[config.mk]
export PLATFORM = sky130hd
export DESIGN_NAME = calendar_counter
export DESIGN_NICKNAME = d
export VERILOG_FILES = /design/src/rtl/calendar_counter.sv
export SDC_FILE = /design/constraint.sdc
export NUM_CORES = 1
export LEC_CHECK = 0
export BUFFER_PORTS_ARGS = -buffer_cell sky130_fd_sc_hd__buf_2
export CORE_UTILIZATION = 50
export CTS_BUF_LIST = sky130_fd_sc_hd__clkbuf_4 sky130_fd_sc_hd__clkbuf_8
export DETAILED_ROUTE_END_ITERATION = 10
export PLACE_DENSITY = 0.71
export SYNTH_ARGS = -nofsm -noshare
export SYNTH_HDL_FRONTEND = slang
export SYNTH_SLANG_ARGS = --single-unit
[constraint.sdc]
create_clock -name clk -period 10.5 [get_ports clk]
set_input_delay 0.525 -clock clk [delete_from_list [all_inputs] [get_ports clk]]
set_output_delay 0.525 -clock clk [all_outputs]
set_load 0.01 [all_outputs]
[src/rtl/calendar_counter.sv]
// Day/month/year calendar counter with leap-year handling and validated loads.
// One selected field is driven onto a gated databus for the display mux.
module calendar_counter #(
  parameter int YEAR_W    = 12,
  parameter int YEAR_INIT = 2000,
  parameter int LEAP_MODE = 1
) (
  input  logic              clk,
  input  logic              clear,
  input  logic              tick,
  input  logic              load,
  input  logic [4:0]        ld_day,
  input  logic [3:0]        ld_month,
  input  logic [YEAR_W-1:0] ld_year,
  input  logic              enable,
  input  logic [1:0]        sel,
  output logic [4:0]        day,
  output logic [3:0]        month,
  output logic [YEAR_W-1:0] year,
  output logic [YEAR_W-1:0] databus,
  output logic              new_year,
  output logic              load_err
);

  logic [4:0]        r_day;
  logic [3:0]        r_month;
  logic [YEAR_W-1:0] r_year;
  logic              r_new_year;
  logic              r_load_err;

  logic [4:0]        w_ml;
  logic [4:0]        w_ld_ml;
  logic              w_ld_ok;
  logic              w_month_end;
  logic              w_year_end;
  logic [YEAR_W-1:0] w_bus;

  function automatic logic f_leap(input logic [YEAR_W-1:0] y);
    logic [31:0] v;
    v = 32'(y);
    if (LEAP_MODE == 0) return v[1:0] == 2'b00;
    return (v[1:0] == 2'b00) &&
           (((v % 32'd100) != 32'd0) || ((v % 32'd400) == 32'd0));
  endfunction

  function automatic logic [4:0] f_ml(input logic [3:0] m,
                                      input logic       leap);
    case (m)
      4'd2:                   return leap ? 5'd29 : 5'd28;
      4'd4, 4'd6, 4'd9, 4'd11: return 5'd30;
      default:                return 5'd31;
    endcase
  endfunction

  assign w_ml    = f_ml(r_month, f_leap(r_year));
  assign w_ld_ml = f_ml(ld_month, f_leap(ld_year));

  assign w_ld_ok = (ld_month >= 4'd1) && (ld_month <= 4'd12) &&
                   (ld_day >= 5'd1) && (ld_day <= w_ld_ml);

  // >= rather than == keeps the counter self-correcting
  assign w_month_end = r_day >= w_ml;
  assign w_year_end  = r_month >= 4'd12;

  always_ff @(posedge clk or posedge clear) begin
    if (clear) begin
      r_day      <= 5'd1;
      r_month    <= 4'd1;
      r_year     <= YEAR_W'(YEAR_INIT);
      r_new_year <= 1'b0;
      r_load_err <= 1'b0;
    end else begin
      r_new_year <= 1'b0;
      if (load) begin
        if (w_ld_ok) begin
          r_day      <= ld_day;
          r_month    <= ld_month;
          r_year     <= ld_year;
          r_load_err <= 1'b0;
        end else begin
          r_load_err <= 1'b1;
        end
      end else if (tick) begin
        if (!w_month_end) begin
          r_day <= r_day + 5'd1;
        end else if (!w_year_end) begin
          r_day   <= 5'd1;
          r_month <= r_month + 4'd1;
        end else begin
          r_day      <= 5'd1;
          r_month    <= 4'd1;
          r_year     <= r_year + YEAR_W'(1);
          r_new_year <= 1'b1;
        end
      end
    end
  end

  always_comb begin
    w_bus = '0;
    if (enable) begin
      case (sel)
        2'd0:    w_bus = YEAR_W'(r_day);
        2'd1:    w_bus = YEAR_W'(r_month);
        2'd2:    w_bus = r_year;
        default: w_bus = '0;
      endcase
    end
  end

  assign day      = r_day;
  assign month    = r_month;
  assign year     = r_year;
  assign databus  = w_bus;
  assign new_year = r_new_year;
  assign load_err = r_load_err;

endmodule

==> results.ini, run 1 <==
[synth]
async_reset_ff_share_pct = 100
yosys.area_share.adder_pct = 4.37
netlist_area_sq_um = 4410
synth_top_family_by_area = compound AO/OA/AOI/OAI gates
ys_ff_latch = 23
synth_compound_area_share_pct = 38.5
syn_avg_cell_area_sq_um = 7.27
syn_inst = 607
ys_types = 103
ys_warn_count = 0
synthFlopType = dfrtp_1
yosys.area_share.simple_pct = 29.1
synth_xor_area_share_pct = 3.12
synth_edf_count = 0
synth.net_count = 648
yosysSeqAreaShare_pct = 13.3
synth_mux_area_share_pct = 5.47

[routing]
first_pass_iters = 7
via_per_inst = 6.46
wire_per_inst_um = 16.6
drtIter0Drc = 377
drcViolationCount = 0
postRouteAntennaNets = 0
vias = 4769
totalWireLength_um = 12300

[power_and_ir_drop]
vdd_drop_max_mv = 0.104
leakagePower_uw = 0.00193
p_total_uw = 925
power-per-cell-area_nw_per_um2 = 196

[clock_tree]
cts_root_buf = clkbuf_8
cts_tree = yes
numCtsBuffers = 3
clock_latency_ps = 270
htreeDepth = 1
cts.sinks = 23
post_cts_buffers = 0
cts_resized = 0
cts-hold-fix-buffers = 0
path_clk_slew_ps = 90
clock_path_buffers = 2

[timing]
fin_skew_ps = 13.3
fin_setup_tns_ps = 0
hold_viol_final = 0
fin_crit_ps = 6950
min_period_over_period_pct = 66.2
whs_ps = 418
rsz0062_at_grt = false
timing.fmax_mhz = 144
slew_viol_final = 0
finalSetupViolations = 0
slew_headroom_pct = 40.9
worst_pin_slew_ps = 886

[worst_setup_path]
worst-path-max-fanout = 18
worstSetupPathType = in2reg
critPathArrivalTime_ps = 7140
crit_required_ps = 10700
endpoint_kind = register
start_kind = input pin

[floorplanning]
die_y_um = 96.0
num_io_pins = 63
core-area_sq_um = 8380
fp.dieW_um = 96.0
die-area_sq_um = 9210
initial_core_util_pct = 52.7
rows = 33

[hold_path]
hp-class = in2async

[status]
outcome = finished, final reports clean

[grt]
grt_max_degree = 40
grt_pass1_wl_um = 20500
grt_pass1_vias = 4177
grt_usage_pct = 27.7
grt_antenna_before_repair = 0
grt_remaining_overflow = 0

[cells_and_area]
diodes = 0
mostFrequentLayoutCell = o21ai_0
fillCellCount = 824
nNetsFinal = 675
drive_above_1_share_pct = 19.1
layout_common_cells = 64 x o21ai_0, 62 x buf_2, 51 x nand2_1
area_growth_pct = 6.77

[placement]
detailed_place_hpwl_um = 9180
io_buffer_count = 62
gp_congestion = 0.929

[flow_run]
cap_violations = 0

-- final cells by class --
cell class	count	area [sq um]	share of cell area [%]
inverters	21	78.8	1.67
multi-input cells	522	3550	75.4
well taps	105	131	2.79
repair buffers	63	318	6.74
clock inverters	1	5.00	0.106
flip-flops and latches	23	586	12.4
clock buffers	3	41.3	0.876
-- power by group --
group | leakage (uW) | switching [uW] | internal, uW
combinational | 0.00163 | 407 | 285
clock | 0.0000255 | 30.7 | 26.6
sequential | 0.000267 | 62.8 | 113
-- layer usage --
layer | routed length, um | vias to the layer above | GRT usage [%]
li1 | - | 2364 | -
met1 | 5800 | 2234 | 39.8
met2 | 5770 | 156 | 45.5
met3 | 571 | 15 | 2.13
met4 | 142 | 0 | 5.47
met5 | 0 | - | 0
-- state kept, by name, indices dropped and copies added, names as in the netlist --
name      count
new_year      1
month         4
day           5
year         12
load_err      1
-- cell usage after synthesis (all sizes together) (5+ instances only) --
cell type,count,area share (%)
mux2i,18,4.7
nor2,45,3.9
o21ai,72,8.3
ha,13,3.7
nor2b,6,0.85
and2,15,2.2
a211oi,11,2.2
and3,7,0.99
a21oi,39,4.5
nand2b,6,1.2
a21o,5,0.85
a2111oi,5,1.6
or3,8,1.2
xnor2,13,2.9
nor3b,6,1.0
clkbuf,28,2.4
dfstp,8,4.8
a22oi,6,1.3
dfrtp,15,8.5
a21boi,9,2.0
a211o,5,0.99
nand3,24,3.1
a31oi,8,1.6
or2,7,1.0
nand2,51,4.3
o211ai,7,1.2
o21a,11,1.9
nor3,30,3.5
inv,21,1.8
or4,5,0.94
and3b,5,0.99
buf,13,2.1
-- through the flow --
step / cell area (sq um) / setup WS (ps) / utilization (%) / std cells
global placement: 4670 / 3690 / 55.7 / 734
floorplan: 4410 / 4340 / - / 607
finish: 4710 / 3550 / 56.2 / 738
CTS: 4710 / 3590 / 56.2 / 738
detailed placement: 4670 / 3370 / 55.7 / 734
global route: 4710 / 2930 / 56.2 / 738
-- cells by family (layout without fill, tap and decap cells) --
kind of cell               count (synthesis)  in the layout
xor gates and xnor gates                  14             14
adders and majority gates                 16             16
DFF                                       23             23
muxes                                     21             21
and+or+nand+nor                          236            236
buffers and inverters                     62             88
AOI/OAI and AO/OA                        235            235
-- worst max-delay path, cell delays in order --
cell	delay [ps]
buf_2	200
nor3_1	450
nor2b_1	100
ha_1	330
nand3b_1	230
o21ai_0	380
o21bai_1	180
a22oi_4	280
mux2i_1	440
and2_4	230
a21boi_4	260
mux2i_2	290
nand3_2	150
o21a_1	260
xnor2_1	170
o2111a_1	230
or4b_1	440
a32o_1	290
ha_1	180
inv_1	50
a21oi_1	60
a211oi_1	220
nor3_1	130
nor2_1	690
o21ai_0	210
o21ai_0	130
-- path summary, 6_finish.rpt --
check	from	endpoint	slack, ps	cells past startpoint
max in group asynchronous	clear	year[1]$_DFFE_PP0P_	9520	2
worst max register to register	year[8]$_DFFE_PP1P_	year[4]$_DFFE_PP1P_	3640	24
worst min-delay path	clear	new_year$_DFF_PP0_	420	2
worst max-delay path	ld_year[8]	year[4]$_DFFE_PP1P_	3550	26
min in group clk	day[0]$_DFFE_PP1P_	day[0]$_DFFE_PP1P_	530	2
worst min register to register	day[0]$_DFFE_PP1P_	day[0]$_DFFE_PP1P_	530	2
(Power assumes the default switching activity.)
==> run 2: changes to the inputs <==
clock period = 6.51 ns   (was 10.5 ns; I/O delays follow)
==> run 2 against run 1 <==
- wire length rose by 1.8%
- sequential power increased by 47%
- final cell count increased by 2.6%
- design area rose by 4.2%
- clock skew is 3.5 ps lower
- die area stayed put
- first-iteration DRC count down 9.5%
- critical path depth fell by 1
- clock-buffer cell count unchanged
- sequential share of layout area shrank 0.50 points
- flip-flop and latch count unchanged
- highest routed layer unchanged
==> results.ini, run 2 (synthesis gave the netlist of run 1 again) <==
[status]
outcome = finished, final reports clean

[floorplanning]
num_io_pins = 63  ; unchanged
fp.dieW_um = 96.0  ; unchanged
rows = 33  ; unchanged
core-area_sq_um = 8380  ; unchanged
initial_core_util_pct = 52.7  ; unchanged
die_y_um = 96.0  ; unchanged
die-area_sq_um = 9210  ; unchanged

[worst_setup_path]
cp_slowest_cell = or4b_1
crit_required_ps = 6670  ; -4030 ps
start_kind = input pin
path_buf_inv = 3  ; +1
worst-path-max-fanout = 18  ; unchanged
worstSetupPathType = in2reg
max_stage_delay_ps = 450  ; -240 ps
path_delay_family = compound AO/OA/AOI/OAI gates
endpoint_kind = register
critPathArrivalTime_ps = 6190  ; -950 ps

[clock_tree]
cts_root_buf = clkbuf_8
cts-hold-fix-buffers = 0  ; unchanged
numCtsBuffers = 3  ; unchanged
htreeDepth = 1  ; unchanged
path_clk_slew_ps = 90  ; about the same
clock_path_buffers = 2  ; unchanged
cts_tree = yes
cts.sinks = 23  ; unchanged
clock_latency_ps = 270  ; about the same

[placement]
io_buffer_count = 62  ; unchanged
placed_area_sq_um = 4800  ; +2.9%
detailed_place_hpwl_um = 9430  ; +2.7%
gp_congestion = 0.903  ; -2.9%
place_ws_ps = 259  ; -3110 ps

[routing]
via_per_inst = 6.38  ; -1.2%
vias = 4831  ; +1.3%
first_pass_iters = 5  ; -2
drcViolationCount = 0  ; unchanged
wire_per_inst_um = 16.5  ; -0.73%
drtIter0Drc = 341  ; -9.5%
postRouteAntennaNets = 0  ; unchanged
totalWireLength_um = 12500  ; +1.8%

[power_and_ir_drop]
p_total_uw = 1560  ; +68%
power-per-cell-area_nw_per_um2 = 317  ; +61%
vdd_drop_max_mv = 0.161  ; +55%
leakagePower_uw = 0.00204  ; +5.8%

[grt]
grt_antenna_before_repair = 0  ; unchanged
grt_max_degree = 40  ; unchanged
grt_pass1_vias = 4312  ; +3.2%
grt_pass1_wl_um = 20500  ; -0.13%
grt_remaining_overflow = 0  ; unchanged
grt_usage_pct = 27.5  ; -0.21 points

[cells_and_area]
largest_reg_flops = 12  ; unchanged
post-route-util_pct = 58.6  ; +2.4 points
multi_input_area_sq_um = 3610  ; +1.6%
diodes = 0  ; unchanged
nNetsFinal = 694  ; +2.8%
fillCellCount = 805  ; -2.3%
fin_area_sq_um = 4910  ; +4.2%
mostFrequentLayoutCell = o21ai_0
layout_common_cells = 63 x o21ai_0, 62 x buf_2, 51 x nand2_1
area_growth_pct = 11.3
drive_above_1_share_pct = 22.5  ; +3.4 points
seqCellArea_sq_um = 586  ; unchanged

[timing]
finalSetupViolations = 0  ; unchanged
slew_viol_final = 0  ; unchanged
fin_ws_ps = 476  ; -3080 ps
hold_viol_final = 0  ; unchanged
slew_headroom_pct = 40.1  ; -0.83 points
worst_pin_slew_ps = 898  ; +12.4 ps
fin_crit_ps = 6030
min_period_over_period_pct = 92.7
fin_skew_ps = 9.77  ; -3.50 ps
timing.fmax_mhz = 166

[flow_run]
cap_violations = 0  ; unchanged

[hold_path]
hp-class = in2async

==> run 2: cell types whose count changed in the layout (fill, tap and decap cells not counted), sizes merged <==
cell | before | now
buf | 63 | 82
==> run 2: per-stage QoR <==
stage | std cells | setup TNS (ps) | hold WS, ps
floorplan | 607 | 0 | 321
global placement | 752 | 0 | 513
detailed placement | 752 | 0 | 486
CTS | 756 | 0 | 270
global route | 757 | -5.12 | 328
finish | 757 | 0 | 230
==> run 2: power by group <==
group          leakage (uW)  total, uW  internal [uW]  switching, uW
clock             0.0000255       91.4           42.7           48.7
combinational       0.00175       1210            506            699
sequential         0.000267        259            181           77.4
==> run 2: per-layer routing <==
metal / vias up / routed length, um / global-route usage (%)
met4: 0 / 158 / 6.09
met5: - / 0 / 0
met3: 15 / 709 / 2.53
met2: 179 / 5900 / 45.7
met1: 2234 / 5740 / 38.6
li1: 2403 / - / -
==> run 2: layout make-up <==
type,instances,area share [%]
Multi-Input combinational cell,522,73.5
Sequential cell,23,11.9
Timing Repair Buffer,82,9.37
Tap cell,105,2.67
Inverter,21,1.60
Clock buffer,3,0.841
Clock inverter,1,0.102
==> run 2: final timing paths <==
path | startpoint | to | slack [ps] | cells past startpoint
max | ld_year[7] | year[0]$_DFFE_PP0P_ | 480 | 25
min | clear | new_year$_DFF_PP0_ | 230 | 2
max reg2reg | year[7]$_DFFE_PP1P_ | year[9]$_DFFE_PP1P_ | 490 | 25
min reg2reg | load_err$_DFFE_PP0P_ | load_err$_DFFE_PP0P_ | 510 | 2
max in group asynchronous | clear | month[1]$_DFFE_PP0P_ | 5710 | 2
min in group clk | ld_year[0] | year[0]$_DFFE_PP0P_ | 380 | 3
==> run 2: timing repair <==
action | in CTS | in global routing
setup endpoints to repair | 0 | 16
gates resized for setup | 0 | 12
setup buffers | 0 | 1
hold endpoints to repair | 0 | 0
